File: config.mk
export PLATFORM = sky130hd
export DESIGN_NAME = risc_fetch_stage
export DESIGN_NICKNAME = d
export VERILOG_FILES = /design/src/rtl/risc_pkg.sv /design/src/rtl/fetch_buf.sv /design/src/rtl/risc_fetch_stage.sv
export SDC_FILE = /design/constraint.sdc
export NUM_CORES = 1
export LEC_CHECK = 0
export CORE_MARGIN = 2
export CORE_UTILIZATION = 41
export DETAILED_ROUTE_END_ITERATION = 6
export PLACE_DENSITY = 0.78
export SETUP_SLACK_MARGIN = 0.3
export SYNTH_ARGS = -nofsm -noshare
export SYNTH_HDL_FRONTEND = slang
export SYNTH_HIERARCHICAL = 1
export SYNTH_SLANG_ARGS = --single-unit
File: constraint.sdc
create_clock -name clk -period 4.52 [get_ports clk]
set_input_delay 0.904 -clock clk [delete_from_list [all_inputs] [get_ports clk]]
set_output_delay 0.904 -clock clk [all_outputs]
set_load 0.03 [all_outputs]
File: src/rtl/risc_pkg.sv
// risc_pkg -- shared RiSC-16 definitions for the fetch stage.
//   * opcode constants ADD_OP..JALR_OP (instr[15:13])
//   * instruction field bit positions
//   * fetch FSM state enum {FETCH, WAIT, DISCARD}
//   * sext7: sign-extends the 7-bit immediate to 16 bits
package risc_pkg;

    localparam logic [2:0] ADD_OP  = 3'b000;
    localparam logic [2:0] ADDI_OP = 3'b001;
    localparam logic [2:0] NAND_OP = 3'b010;
    localparam logic [2:0] LUI_OP  = 3'b011;
    localparam logic [2:0] SW_OP   = 3'b100;
    localparam logic [2:0] LW_OP   = 3'b101;
    localparam logic [2:0] BEQ_OP  = 3'b110;
    localparam logic [2:0] JALR_OP = 3'b111;

    localparam int OPC_HI   = 15;
    localparam int OPC_LO   = 13;
    localparam int RA_HI    = 12;
    localparam int RA_LO    = 10;
    localparam int RB_HI    = 9;
    localparam int RB_LO    = 7;
    localparam int RC_HI    = 2;
    localparam int RC_LO    = 0;
    localparam int SIMM_HI  = 6;
    localparam int IMM10_HI = 9;

    typedef enum logic [1:0] {
        FETCH   = 2'd0,   // no request outstanding
        WAIT    = 2'd1,   // request accepted, waiting for its word
        DISCARD = 2'd2    // request outstanding but its word is stale
    } fetch_state_e;

    function automatic logic [15:0] sext7(input logic [6:0] v);
        return {{9{v[6]}}, v};
    endfunction

endpackage

File: src/rtl/fetch_buf.sv
// fetch_buf -- small synchronous FIFO of {pc, instr} pairs.
// Ports:
//   clk, rst_n           clock, asynchronous active-low reset
//   flush_i              empties the FIFO (wins over push/pop)
//   push_i, push_pc_i,
//   push_instr_i         write one entry at the tail
//   pop_i                drop the head entry (caller guarantees non-empty)
//   head_pc_o,
//   head_instr_o         current head entry (combinational from storage)
//   count_o              number of valid entries
// The caller guarantees no push when full (space is reserved at request time).
module fetch_buf #(
    parameter int PC_W  = 16,
    parameter int DEPTH = 2
) (
    input  logic                     clk,
    input  logic                     rst_n,
    input  logic                     flush_i,
    input  logic                     push_i,
    input  logic [PC_W-1:0]          push_pc_i,
    input  logic [15:0]              push_instr_i,
    input  logic                     pop_i,
    output logic [PC_W-1:0]          head_pc_o,
    output logic [15:0]              head_instr_o,
    output logic [$clog2(DEPTH):0]   count_o
);
    localparam int PTR_W = $clog2(DEPTH);
    localparam int ENT_W = PC_W + 16;

    logic [ENT_W-1:0] mem_q [DEPTH];
    logic [PTR_W-1:0] wr_ptr_q;
    logic [PTR_W-1:0] rd_ptr_q;
    logic [PTR_W:0]   count_q;

    // Entry storage carries no reset; validity is tracked by count_q alone.
    for (genvar gi = 0; gi < DEPTH; gi++) begin : g_entry
        always_ff @(posedge clk) begin
            if (push_i && !flush_i && (wr_ptr_q == PTR_W'(gi))) begin
                mem_q[gi] <= {push_pc_i, push_instr_i};
            end
        end
    end

    always_ff @(posedge clk or negedge rst_n) begin
        if (!rst_n) begin
            wr_ptr_q <= '0;
            rd_ptr_q <= '0;
            count_q  <= '0;
        end else if (flush_i) begin
            wr_ptr_q <= '0;
            rd_ptr_q <= '0;
            count_q  <= '0;
        end else begin
            if (push_i) wr_ptr_q <= wr_ptr_q + PTR_W'(1);
            if (pop_i)  rd_ptr_q <= rd_ptr_q + PTR_W'(1);
            case ({push_i, pop_i})
                2'b10:   count_q <= count_q + (PTR_W+1)'(1);
                2'b01:   count_q <= count_q - (PTR_W+1)'(1);
                default: count_q <= count_q;
            endcase
        end
    end

    assign {head_pc_o, head_instr_o} = mem_q[rd_ptr_q];
    assign count_o = count_q;

endmodule

File: src/rtl/risc_fetch_stage.sv
// risc_fetch_stage -- RiSC-16 instruction fetch stage.
// Holds the PC, issues one outstanding instruction-memory read at a time,
// buffers returned words in fetch_buf and presents decoded fields of the
// buffer head to decode over valid/ready. Execute redirects flush the stage.
// Ports:
//   clk, rst_n                        clock, asynchronous active-low reset
//   imem_req_valid/ready/addr         read request (addr = word address)
//   imem_rsp_valid/data               returned instruction word
//   id_valid/ready                    head-of-buffer handshake to decode
//   id_pc, id_opcode, id_ra, id_rb,
//   id_rc, id_simm, id_imm10          decoded fields of the head word
//   redirect_valid/pc                 taken branch / JALR target from execute
//   halted                            fetch stopped on HALT
// Optional feature: define RISC_FETCH_HALT_EN to stop fetching after a HALT
// word (JALR opcode with non-zero instr[6:0]); otherwise halted is tied 0.
module risc_fetch_stage
    import risc_pkg::*;
#(
    parameter int              PC_W      = 16,
    parameter logic [PC_W-1:0] RESET_PC  = '0,
    parameter int              BUF_DEPTH = 2
) (
    input  logic            clk,
    input  logic            rst_n,
    output logic            imem_req_valid,
    input  logic            imem_req_ready,
    output logic [PC_W-1:0] imem_req_addr,
    input  logic            imem_rsp_valid,
    input  logic [15:0]     imem_rsp_data,
    output logic            id_valid,
    input  logic            id_ready,
    output logic [PC_W-1:0] id_pc,
    output logic [2:0]      id_opcode,
    output logic [2:0]      id_ra,
    output logic [2:0]      id_rb,
    output logic [2:0]      id_rc,
    output logic [15:0]     id_simm,
    output logic [9:0]      id_imm10,
    input  logic            redirect_valid,
    input  logic [PC_W-1:0] redirect_pc,
    output logic            halted
);
    localparam int               CNT_W   = $clog2(BUF_DEPTH) + 1;
    localparam logic [CNT_W-1:0] DEPTH_C = CNT_W'(BUF_DEPTH);

    fetch_state_e     state_q, state_d;
    logic [PC_W-1:0]  pc_q, pc_d;
    logic [PC_W-1:0]  req_pc_q, req_pc_d;
    logic             req_valid_q, req_valid_d;
    logic             req_fire, push, pop, halt_block;
    logic [CNT_W-1:0] count, cnt_d;
    logic [PC_W-1:0]  head_pc;
    logic [15:0]      head_instr;

    always_comb begin
        req_fire = req_valid_q && imem_req_ready;
        // A redirect makes the same-cycle response and pop meaningless.
        push     = (state_q == WAIT) && imem_rsp_valid && !redirect_valid;
        pop      = id_valid && id_ready && !redirect_valid;

        state_d  = state_q;
        pc_d     = pc_q;
        req_pc_d = req_pc_q;
        case (state_q)
            FETCH: begin
                if (req_fire) begin
                    // An accepted request's word is stale if a redirect lands
                    // in the same cycle, so it must be absorbed in DISCARD.
                    state_d  = redirect_valid ? DISCARD : WAIT;
                    pc_d     = pc_q + PC_W'(1);
                    req_pc_d = pc_q;
                end
            end
            WAIT: begin
                // A response arriving with the redirect closes the
                // transaction; only a still-missing one needs DISCARD.
                if (imem_rsp_valid)      state_d = FETCH;
                else if (redirect_valid) state_d = DISCARD;
            end
            DISCARD: begin
                if (imem_rsp_valid) state_d = FETCH;
            end
            default: state_d = FETCH;
        endcase
        if (redirect_valid) pc_d = redirect_pc;

        cnt_d = count;
        if (redirect_valid) begin
            cnt_d = '0;
        end else begin
            case ({push, pop})
                2'b10:   cnt_d = count + CNT_W'(1);
                2'b01:   cnt_d = count - CNT_W'(1);
                default: cnt_d = count;
            endcase
        end

        // Request only while a buffer slot is free for the returning word.
        // Computed from next-state values so a request follows a response
        // without a bubble; stays stable while waiting for ready because
        // nothing can be pushed in FETCH.
        req_valid_d = (state_d == FETCH) && (cnt_d < DEPTH_C) && !halt_block;
    end

    always_ff @(posedge clk or negedge rst_n) begin
        if (!rst_n) begin
            state_q     <= FETCH;
            pc_q        <= RESET_PC;
            req_pc_q    <= RESET_PC;
            req_valid_q <= 1'b0;
        end else begin
            state_q     <= state_d;
            pc_q        <= pc_d;
            req_pc_q    <= req_pc_d;
            req_valid_q <= req_valid_d;
        end
    end

`ifdef RISC_FETCH_HALT_EN
    logic halted_q, halted_d, push_is_halt;

    always_comb begin
        push_is_halt = (imem_rsp_data[OPC_HI:OPC_LO] == JALR_OP) &&
                       (imem_rsp_data[SIMM_HI:0] != 7'd0);
        halted_d     = halted_q;
        if (redirect_valid)            halted_d = 1'b0;
        else if (push && push_is_halt) halted_d = 1'b1;
    end

    always_ff @(posedge clk or negedge rst_n) begin
        if (!rst_n) halted_q <= 1'b0;
        else        halted_q <= halted_d;
    end

    assign halt_block = halted_d;
    assign halted     = halted_q;
`else
    assign halt_block = 1'b0;
    assign halted     = 1'b0;
`endif

    fetch_buf #(
        .PC_W  (PC_W),
        .DEPTH (BUF_DEPTH)
    ) u_buf (
        .clk          (clk),
        .rst_n        (rst_n),
        .flush_i      (redirect_valid),
        .push_i       (push),
        .push_pc_i    (req_pc_q),
        .push_instr_i (imem_rsp_data),
        .pop_i        (pop),
        .head_pc_o    (head_pc),
        .head_instr_o (head_instr),
        .count_o      (count)
    );

    assign imem_req_valid = req_valid_q;
    assign imem_req_addr  = pc_q;

    assign id_valid  = (count != '0);
    assign id_pc     = head_pc;
    assign id_opcode = head_instr[OPC_HI:OPC_LO];
    assign id_ra     = head_instr[RA_HI:RA_LO];
    assign id_rb     = head_instr[RB_HI:RB_LO];
    assign id_rc     = head_instr[RC_HI:RC_LO];
    assign id_simm   = sext7(head_instr[SIMM_HI:0]);
    assign id_imm10  = head_instr[IMM10_HI:0];

endmodule

Word-level counts from Yosys, hierarchy flattened
Memories as Yosys holds them, arrays and structs flattened.
Cells that the tools add are included.
{"block": "totals", "register_bits": 39, "latchBits": 0, "ramBits": 64, "mem_bits_ro": 0, "mem_count": 1}
{"memory": "u_buf.mem_q", "words": 2, "word_bits": 32, "rd": 1, "rd_clocked_by_memory_dff": 0, "wr": 1, "line": "fetch_buf.sv:30", "source": "logic [ENT_W-1:0] mem_q [DEPTH];"}
{"block": "op_classes", "add_sub_neg": 5, "n_mul": 0, "div_mod_pow": 0, "n_lt_le_gt_ge": 1, "eq_ne": 4, "shifts": 0, "muxes": 22, "bitwise": 1, "reduce_logical": 20}
{"op": "$mux 16", "count": 3}
{"op": "$mux 32", "count": 1}
{"op": "$reduce_or 32->1", "count": 1}
{"op": "$add 16x1->16 const B", "count": 1}
{"op": "$mux 2", "count": 6}
{"op": "$mux 1", "count": 10}
{"op": "$reduce_bool 2->1", "count": 5}
{"op": "$logic_and 1x1->1", "count": 9}
{"op": "$pmux 2 s3", "count": 1}
{"op": "$eq 2x1->1 const B", "count": 2}
{"op": "$eq 2x2->1 const B", "count": 2}
{"op": "$logic_not 2->1", "count": 2}
{"op": "$pmux 2 s2", "count": 1}
{"op": "$reduce_and 2->1", "count": 2}
{"op": "$add 1x1->1 const B", "count": 2}
{"op": "$add 2x1->2 const B", "count": 1}
{"op": "$lt 2x2->1 const B", "count": 1}
{"op": "$sub 2x1->2 const B", "count": 1}
{"op": "$logic_not 1->1", "count": 1}
{"op": "$not 1->1", "count": 1}

Logic depth before layout (Yosys ltp)
Gate-level depths: netlist of run 1.
{"block": "logic_depth", "depth_word": 9, "mapped_depth": 8}

Modules after synthesis
The synthesis of run 1 kept the hierarchy.
{"module": "fetch_buf", "n_inst": 1, "cells_each": 119, "area_per_inst_um2": 2645.0, "seq_area_each_um2": 2021.9}
{"module": "risc_fetch_stage", "n_inst": 1, "cells_each": 219, "area_per_inst_um2": 1928.1, "seq_area_each_um2": 875.8}

Worst setup path before layout of run 1
OpenSTA, ideal clock, no wires.
{"block": "synth_path", "kind": "in2reg", "start": "in redirect_valid", "end": "mem u_buf/mem_q[0][0] in the netlist's numbering, enable pin", "arrival_time_ps": 3840, "t_required_ps": 4052, "path_slack_ps": 212, "stages": 5, "path_cell_list": "clkbuf_1 > nor2_1 > nand3_1 > inv_1 > nor3b_1"}
{"block": "synth_via", "elab_chain_cells": 8}
{"item": "start: declaration", "line": "risc_fetch_stage.sv:39", "source": "input logic redirect_valid,"}
{"item": "$logic_not 1->1 *", "line": "risc_fetch_stage.sv:58", "source": "push = (state_q == WAIT) && imem_rsp_valid && !redirect_valid;"}
{"item": "$logic_and 1x1->1 *", "line": "risc_fetch_stage.sv:58"}
{"item": "net push", "line": "risc_fetch_stage.sv:50", "source": "logic req_fire, push, pop, halt_block;"}
{"item": "$logic_and 1x1->1 *", "line": "fetch_buf.sv:38", "source": "if (push_i && !flush_i && (wr_ptr_q == PTR_W'(gi))) begin"}
{"item": "$logic_and 1x1->1", "line": "fetch_buf.sv:38"}
{"item": "$mux 1", "line": "fetch_buf.sv:38"}
{"item": "$mux 1 (not written as such)", "line": "fetch_buf.sv:39", "source": "mem_q[gi] <= {push_pc_i, push_instr_i};"}
{"item": "$reduce_or 32->1 (no source line)"}
{"item": "$mux 1 (no source line)"}
{"item": "end: declaration", "line": "fetch_buf.sv:30"}
Mark *: on every way through the listed nets, which the timed path passes. The rest lies on a longest branch.

Final worst setup path of run 1
{"block": "layout_path", "start": "reg u_buf.rd_ptr_q", "end": "out id_imm10[1]"}
{"block": "layout_via", "elab_chain_cells": 1}
{"item": "start: declaration", "line": "fetch_buf.sv:32", "source": "logic [PTR_W-1:0] rd_ptr_q;"}
{"item": "start signal: assignment", "line": "fetch_buf.sv:55", "source": "if (pop_i) rd_ptr_q <= rd_ptr_q + PTR_W'(1);"}
{"item": "$mem_v2 2x32"}
{"item": "end: declaration", "line": "risc_fetch_stage.sv:38", "source": "output logic [9:0] id_imm10,"}
Every way passes these cells.

==> results of run 1 <==
## state kept, by name, indices dropped and copies added (netlist names)
signal	flops
imem_req_addr	16
imem_req_valid	1
req_pc_q	16
state_q	2
u_buf/count_o	2
u_buf/mem_q	64
u_buf/rd_ptr_q	1
u_buf/wr_ptr_q	1
## kinds of logic (layout without fill, tap and decap cells)
logic type      count (synthesis)  in the layout  share of synthesized area [%]
flops                         103            103                           63.4
fa+ha+maj                       2              2                          0.547
simple gates                  114            114                           12.4
xor+xnor                       14             14                           2.68
compound gates                 23             23                           2.90
buf+inv                        43            136                           6.40
other cells                     1              1                         0.0820
mux                            38             38                           11.6
## synthesized netlist by cell type (all sizes together) (5+ instances only)
| master | n |
|---|---|
| buf | 32 |
| nand2 | 62 |
| nand3 | 8 |
| clkbuf | 5 |
| dfrtp | 39 |
| mux2i | 5 |
| o21ai | 16 |
| nor3 | 8 |
| xnor2 | 10 |
| nor2 | 9 |
| nor4 | 6 |
| mux2 | 33 |
| edfxtp | 64 |
| inv | 6 |
## per-layer routing
| metal | up-vias | global-route usage [%] |
|---|---|---|
| li1 | 1344 | - |
| met1 | 1330 | 19.3 |
| met2 | 100 | 24.6 |
| met3 | 12 | 2.55 |
| met4 | 0 | 6.51 |
| met5 | - | 0 |
## through the flow
step	cell area [µm²]	worst slack, ns	std cells	hold WS (ns)	total power, mW
3_3_place_gp	5610	1.56	555	0.455	1.69
6_report	5790	1.17	571	0.484	2.21
3_5_place_dp	5610	1.53	555	0.466	1.71
5_1_grt	5790	1.05	571	0.506	2.32
2_1_floorplan	4580	1.36	338	0.442	1.53
4_1_cts	5790	1.13	571	0.488	2.23
## power by group through the flow
stage                     logic [mW]  registers (mW)  clock network, mW
after floorplan                0.258            1.28                  0
after global placement         0.426            1.27                  0
after detailed placement       0.437            1.28                  0
after CTS                      0.441            1.26              0.535
after global routing           0.480            1.27              0.567
final                          0.437            1.25              0.514
## area by class of cell
| type | instances | area [µm²] |
|---|---|---|
| Inverter | 6 | 22.5 |
| Tap cell | 140 | 175 |
| Sequential cell | 103 | 2900 |
| Timing Repair Buffer | 114 | 1120 |
| Multi-Input combinational cell | 192 | 1390 |
| Clock inverter | 1 | 5.00 |
| Clock buffer | 15 | 166 |
| Fill cell | 961 | 5050 |
## critical path, cell delays in order, from the launching register on
cell and delay (ns):
dfrtp_2 0.72, buf_4 0.41, mux2_4 0.35, clkdlybuf4s50_1 0.60
## path summary, 6_finish.rpt
path / start / endpoint / cells after the start
min reg2reg: req_pc_q[13] / u_buf/mem_q[1][29] / 0
min: req_pc_q[13] / u_buf/mem_q[1][29] / 0
max reg2reg: state_q[0] / imem_req_addr[7] / 4
max: u_buf/rd_ptr_q / id_imm10[1] / 3
min in group asynchronous: rst_n / imem_req_valid / 1
max in group asynchronous: rst_n / u_buf/rd_ptr_q / 1
==> flow_metrics.tcl, run 1 <==
set metrics [dict create \
    status "finished clean" \
    port_buffers 109 \
    grt_pass1_wl_mm 13.6 \
    grt_max_degree 40 \
    critPathKind "register to output port" \
    cts_buffers 9 \
    cts_sinks 103 \
    globalplace.congestion 0.743 \
    rsz0062_at_grt "false" \
    yosysTopAreaCellShare_pct 42.0 \
    max-cap-violations 0 \
    power_switching_mw 0.640 \
    internal_power_mw 1.57 \
    powerDensity_nw_per_um2 381 \
    fin_util_pct 53.4 \
    met2_length_mm 4.11 \
    clock_latency_ns 0.35 \
    arrival_ns 2.44 \
    wl_per_cell_um 15.1 \
    synth_flop_cell "edfxtp_1" \
    core-area_um2 10800 \
    postRouteAntennaNets 0 \
    setup_violations 0 \
    clockBufferDepth 2 \
    via_per_inst 4.88 \
    cts-root-buf "clkbuf_8" \
    h-tree-depth 3 \
    syn_area_per_cell_um2 13.5 \
    synth_nets 378 \
    final_common_cell "clkdlybuf4s50_1" \
    grt_use_total_pct 14.9 \
    hpwl_mm 5.95 \
    hold_viol 0 \
    p_seq_share_pct 56.9 \
    die_w_um 110 \
    synth_enable_flop_cells 64 \
    tightest_slew_ns 0.867 \
    max_slew_margin_pct 42.2 \
    fp-row-count 38 \
    drc 0 \
    period_needed_ns 3.35 \
    hold_path_class "register to register" \
    setup_tns_ns 0 \
    p_leak_nw 2.20 \
    nets 466 \
    synthCells 338 \
    vias 2786 \
    yosysWarningCount 6 \
    hold_buffers 0 \
    drv_slew 0 \
    antenna_found_initial 0 \
    grt_pass1_vias 2778 \
    worstPathMaxFanout 18 \
    cts_resized 0 \
    ys_seq_area_share_pct 63.4 \
    synth.distinct_cells 41 \
    drt-pass1-iter-count 4 \
    dieHeight_um 110 \
    n_antenna_cell 0 \
    skew_ns 0.00884 \
    tritoncts "done" \
    wl_mm 8.63 \
    clockPowerShare_pct 23.3 \
    synthArstFlopShare_pct 37.9 \
    area_growth_pct 26.5 \
    grt-ovfl-total 0 \
    start_util_pct 42.2 \
    first_iter_violations 146 \
    synthTopCellsByArea "edfxtp_1 (42%), dfrtp_1 (21%), mux2_4 (9.5%)" \
    fmax_ghz 0.299 \
    combinationalPowerShare_pct 19.8 \
    postCtsSetupBuffers 0 \
    ios 111 \
    clk_pin_slew_worst_paths_ns 0.09 \
    synth_seq_cells 103 \
    die_area_um2 12000 \
    cp-start-kind "register" \
    drt-met1-wl_mm 3.90 \
    netlist_area_um2 4570 \
    drive_gt1_share_pct 13.0 \
    p_sw_share_pct 29.0 \
    final_cell_mix "clkdlybuf4s50_1 (108), edfxtp_1 (64), nand2_1 (62), dfrtp_1 (38), mux2_4 (29)" \
    crit_path_end_kind "output port" \
    cp.required_ns 3.62 \
    dr_wl_met3_um 479 \
    synth_top_area_cell "edfxtp_1" \
    rrSetupSlack_ns 2.53 \
    fin_crit_sh_pct 74.0 \
    top_layer_used "met4" \
    vdd_drop_max_mv 0.174 \
]
Note: power is estimated with default switching activity, not from simulation.
==> inputs of run 2 (changes only) <==
--- a/config.mk
+++ b/config.mk
@@ -8,7 +8,7 @@
 export CORE_MARGIN = 2
 export CORE_UTILIZATION = 41
 export DETAILED_ROUTE_END_ITERATION = 6
-export PLACE_DENSITY = 0.78
+export PLACE_DENSITY = 0.81
 export SETUP_SLACK_MARGIN = 0.3
 export SYNTH_ARGS = -nofsm -noshare
 export SYNTH_HDL_FRONTEND = slang
==> constraint.sdc (replaced) <==
create_clock -name clk -period 2.8 [get_ports clk]
set_input_delay 0.56 -clock clk [delete_from_list [all_inputs] [get_ports clk]]
set_output_delay 0.56 -clock clk [all_outputs]
set_load 0.03 [all_outputs]
==> run 2 against run 1 <==
  * Clock power is 69% higher
  * Via count shrank 0.25%
  * Sequential power up 62%
  * Setup slack worse by 0.72 ns
  * Die area stayed put
  * Utilization is essentially flat
  * Clock skew is 0.0022 ns higher
  * Combinational power rose by 59%
  * Sequential cell count stayed put
  * Non-clock buffer count is 1 higher
  * Register-to-register slack got worse by 1.7 ns
  * Largest cell class unchanged
==> flow_metrics.tcl, run 2 (synthesis results as in run 1) <==
set metrics [dict create \
    grt_use_total_pct 14.8 \
    wl_per_cell_um 14.9 \
    setup_tns_ns 0 \
    die_area_um2 12000 \
    port_buffers 109 \
    powerDensity_nw_per_um2 620 \
    power_switching_mw 1.10 \
    cts_buffers 9 \
    critPathKind "register to output port" \
    use_met1_pct 18.1 \
    rsz0062_at_grt "false" \
    dp.cells 556 \
    clock_latency_ns 0.36 \
    cts-root-buf "clkbuf_8" \
    grt.busiest_layer "met2" \
    area_growth_pct 26.5 \
    dieHeight_um 110 \
    n_antenna_cell 0 \
    cts_sinks 103 \
    first_iter_violations 168 \
    dp_slack_ns 0.420 \
    hold_path_class "primary input to async pin" \
    cp-start-kind "register" \
    cp.required_ns 2.24 \
    combinationalPowerShare_pct 19.4 \
    final_cell_mix "edfxtp_1 (64), nand2_1 (62), clkdlybuf4s50_1 (54), dlygate4sd2_1 (54), dfrtp_1 (38)" \
    tightest_slew_ns 0.850 \
    setup_violations 0 \
    hold_viol 0 \
    drt-pass1-iter-count 4 \
    drive_gt1_share_pct 14.1 \
    fin_crit_sh_pct 83.7 \
    fp-row-count 38 \
    p_seq_share_pct 56.4 \
    via_per_inst 4.86 \
    grt_pass1_vias 2789 \
    p_leak_nw 2.30 \
    final_common_cell "edfxtp_1" \
    grt_util_met2_pct 25.4 \
    clockPowerShare_pct 24.2 \
    status "finished clean" \
    finalPower_mw 3.59 \
    n_fill_cell 956 \
    drc 0 \
    skew_ns 0.0110 \
    grt_pass1_wl_mm 13.7 \
    fmax_ghz 0.427 \
    h-tree-depth 3 \
    tritoncts "done" \
    hpwl_mm 6.05 \
    postCtsSetupBuffers 0 \
    post_layout_nonfiller_instances 572 \
    max_slew_margin_pct 43.3 \
    period_needed_ns 2.34 \
    clockBufferDepth 2 \
    grtUsageMet3_pct 3.68 \
    worstPathMaxFanout 32 \
    largest_reg_flops 64 \
    grt-ovfl-total 0 \
    core-area_um2 10800 \
    vias 2779 \
    die_w_um 110 \
    layout_setup_ws_ns 0.457 \
    grt_max_degree 43 \
    vdd_drop_max_mv 0.265 \
    clk_pin_slew_worst_paths_ns 0.10 \
    arrival_ns 1.78 \
    crit_path_end_kind "output port" \
    postRouteAntennaNets 0 \
    ios 111 \
    start_util_pct 42.2 \
    max-cap-violations 0 \
    regMostFlops "u_buf/mem_q" \
    p_sw_share_pct 30.6 \
    internal_power_mw 2.49 \
    globalplace.congestion 0.780 \
    nets 467 \
    antenna_found_initial 0 \
    drv_slew 0 \
    wl_mm 8.51 \
]
-- run 2: cell types whose count changed in the layout (fill, tap and decap cells not counted), sizes merged --
| cell | delta |
|---|---|
| clkbuf | -6 |
| buf | +1 |
| dlygate4sd2 | +54 |
| inv | +3 |
| clkinv | +3 |
| clkdlybuf4s50 | -54 |
-- run 2: layer usage --
metal  part of all wire, %  vias to the layer above
met5                     0                        -
met4                  0.94                        0
met3                   6.9                        7
met2                    49                       96
met1                    43                     1330
li1                      -                     1346
-- run 2: worst max-delay path: stages (launching register included) --
cell	delay, ns
dfrtp_2	0.41
buf_12	0.25
mux2_4	0.38
dlygate4sd2_1	0.37
-- run 2: area by class of cell --
class	instances	area [µm²]	area share, %
sequential	103	2900	50.1
multi-input combinational	192	1390	24.1
timing repair buffer	115	1100	19.0
tap	140	175	3.03
clock buffer	9	124	2.14
clock inverter	7	67.6	1.17
inverter	6	22.5	0.389
-- run 2: what timing repair did --
item	4_1_cts	5_1_grt
hold buffers	0	0
resized for setup	54	0
setup endpoints to repair	54	0
-- run 2: power by group through the flow --
stage / sequential [mW] / combinational, mW / clock (mW)
CTS: 2.02 / 0.705 / 0.898
global route: 2.05 / 0.772 / 0.947
global placement: 2.03 / 0.700 / 0
detailed placement: 2.05 / 0.721 / 0
finish: 2.02 / 0.696 / 0.868
floorplan: 2.06 / 0.417 / 0
-- run 2: path summary, 6_finish.rpt --
path                                   from                 end  cells after the start  slack (ns)
min in group clk                req_pc_q[7]  u_buf/mem_q[1][23]                      0        0.48
min reg2reg                     req_pc_q[7]  u_buf/mem_q[1][23]                      0        0.48
max in group asynchronous             rst_n      u_buf/rd_ptr_q                      1        1.92
max                          u_buf/rd_ptr_q          id_simm[7]                      3        0.46
min                                   rst_n          state_q[0]                      1        0.30
max reg2reg                u_buf/count_o[0]      imem_req_valid                      7        0.88
-- run 2: through the flow --
step	utilization, %	instance area [µm²]	hold WS, ns
after floorplan	-	4580	0.264
after global placement	52.2	5660	0.455
after detailed placement	52.2	5660	0.467
after CTS	53.3	5780	0.312
after global routing	53.3	5780	0.361
final	53.3	5780	0.298
==> inputs of run 3 (changes only) <==
==> constraint.sdc (replaced) <==
create_clock -name clk -period 2 [get_ports clk]
set_input_delay 0.4 -clock clk [delete_from_list [all_inputs] [get_ports clk]]
set_output_delay 0.4 -clock clk [all_outputs]
set_load 0.03 [all_outputs]
==> run 3 against run 2 <==
  * Worst hold slack worse by 0.22 ns
  * Die area unchanged
  * Combinational power up 52%
==> flow_metrics.tcl, run 3 (synthesis results as in run 1) <==
set metrics [dict create \
    crit_cells 4 \
    rr_startpoint "u_buf/count_o[0]" \
    ios 111 \
    fmax_ghz 0.508 \
    globalplace.congestion 0.805 \
    period_needed_ns 1.97 \
    wl_mm 9.00 \
    clock_latency_ns 0.35 \
    slowest_delay_ns 0.46 \
    powerDensity_nw_per_um2 823 \
    core-area_um2 10800 \
    dp_slack_ns -0.0335 \
    fin_crit_sh_pct 98.4 \
    grt_pass1_wl_mm 13.8 \
    worstRegToRegCells 7 \
    clockBufferDepth 2 \
    worstPathMaxFanout 14 \
    clk_pin_slew_worst_paths_ns 0.09 \
    drv_slew 0 \
    grt_pass1_vias 2825 \
    slowest_stage "dfrtp_2" \
    max-cap-violations 0 \
    final_cell_mix "edfxtp_1 (64), nand2_1 (62), buf_4 (54), clkdlybuf4s50_1 (36), dfrtp_1 (35)" \
    skew_ns 0.00825 \
    path_cells "buf_12, buf_4, mux2_4, buf_6" \
    grt-ovfl-total 0 \
    regMostFlops "u_buf/mem_q" \
    crit_buf_inv 3 \
    dieHeight_um 110 \
    r2r_end "imem_req_valid" \
    antenna_found_initial 0 \
    postRouteAntennaNets 0 \
    cp-start-kind "register" \
    drive_gt1_share_pct 34.3 \
    cts_buffers 9 \
    vias 2908 \
    cts-root-buf "clkbuf_8" \
    final_common_cell "edfxtp_1" \
    layout_setup_ws_ns 0.0318 \
    drc 0 \
    die_w_um 110 \
    drt-pass1-iter-count 4 \
    die_area_um2 12000 \
    nets 495 \
    area_growth_pct 33.0 \
    grt_use_total_pct 14.9 \
    first_iter_violations 137 \
    arrival_ns 1.57 \
    setup_violations 0 \
    wl_per_cell_um 15.0 \
    path_delay_family "flip-flops" \
    fp-row-count 38 \
    grt_max_degree 40 \
    cp.required_ns 1.60 \
    start_util_pct 42.2 \
    n_antenna_cell 0 \
    hpwl_mm 6.25 \
    hold_path_class "primary input to async pin" \
    h-tree-depth 3 \
    setup_tns_ns 0 \
    crit_path_end_kind "output port" \
    critPathKind "register to output port" \
    rrSetupSlack_ns 0.30 \
    largest_reg_flops 64 \
    via_per_inst 4.85 \
    hold_buffers 0 \
    vdd_drop_max_mv 0.487 \
    port_buffers 109 \
    status "finished clean" \
    rsz0062_at_grt "true" \
    hold_viol 0 \
    cts_sinks 103 \
    tritoncts "done" \
    p_leak_nw 2.46 \
]
## run 3: changes by cell type in the layout (fill, tap and decap cells not counted), moves of 3 or more
cell and change:
buf_4 +51, dlygate4sd2_1 -38, buf_6 +27, clkdlybuf4s50_1 -18, buf_2 +3, dfrtp_1 -3, dfrtp_2 +3, mux2_1 -3
mux2_4 +3
## run 3: layout make-up
| cell class | instances | area [µm²] |
|---|---|---|
| multi-input combinational | 192 | 1480 |
| clock buffer | 10 | 128 |
| timing repair buffer | 143 | 1340 |
| inverter | 6 | 22.5 |
| tap | 140 | 175 |
| fill | 895 | 4760 |
| clock inverter | 6 | 37.5 |
| sequential | 103 | 2900 |
## run 3: report_power, final
| part | internal [mW] | switching (mW) |
|---|---|---|
| clock network | 0.446 | 0.670 |
| registers | 2.60 | 0.235 |
| logic | 0.466 | 0.595 |
## run 3: how the worst max path moves through the flow
stage	slack, ns	from	endpoint
floorplan	-0.14	redirect_valid	u_buf/mem_q[0][0]
global placement	0.01	imem_req_ready	imem_req_addr[12]
CTS	-0.06	u_buf/rd_ptr_q	id_simm[11]
finish	0.03	u_buf/rd_ptr_q	id_opcode[2]
global route	-0.004	u_buf/rd_ptr_q	id_opcode[2]
detailed placement	-0.03	imem_req_ready	imem_req_addr[10]
## run 3: per-stage QoR
stage | instance area [µm²] | std cells | util (%) | hold slack, ns | total power, mW
detailed placement | 5790 | 569 | 53.4 | 0.470 | 3.92
floorplan | 4620 | 338 | - | 0.104 | 3.48
finish | 6080 | 600 | 56.1 | 0.0830 | 5.01
CTS | 6060 | 593 | 55.9 | 0.0997 | 4.99
global placement | 5790 | 569 | 53.4 | 0.452 | 3.86
global route | 6080 | 600 | 56.1 | 0.119 | 5.26
## run 3: repair_timing
action,CTS,global route
pin swaps,1,5
endpoints found under the setup margin,73,61
gates resized for setup,290,123
setup buffers,8,7
## run 3: worst register-to-register path: cells and delay by family, from the launching register on
family | cells | cell delay, ns
compound gates | 1 | 0.23
xor+xnor | 2 | 0.30
fa+ha+maj | 1 | 0.16
flops | 1 | 0.44
simple gates | 3 | 0.50
## run 3: metal layers
metal / vias to the layer above / GRT usage (%) / wire length (µm)
li1: 1401 / - / -
met1: 1390 / 19.0 / 3880
met2: 107 / 25.8 / 4490
met3: 10 / 2.90 / 546
met4: 0 / 4.25 / 82
met5: - / 0 / 0
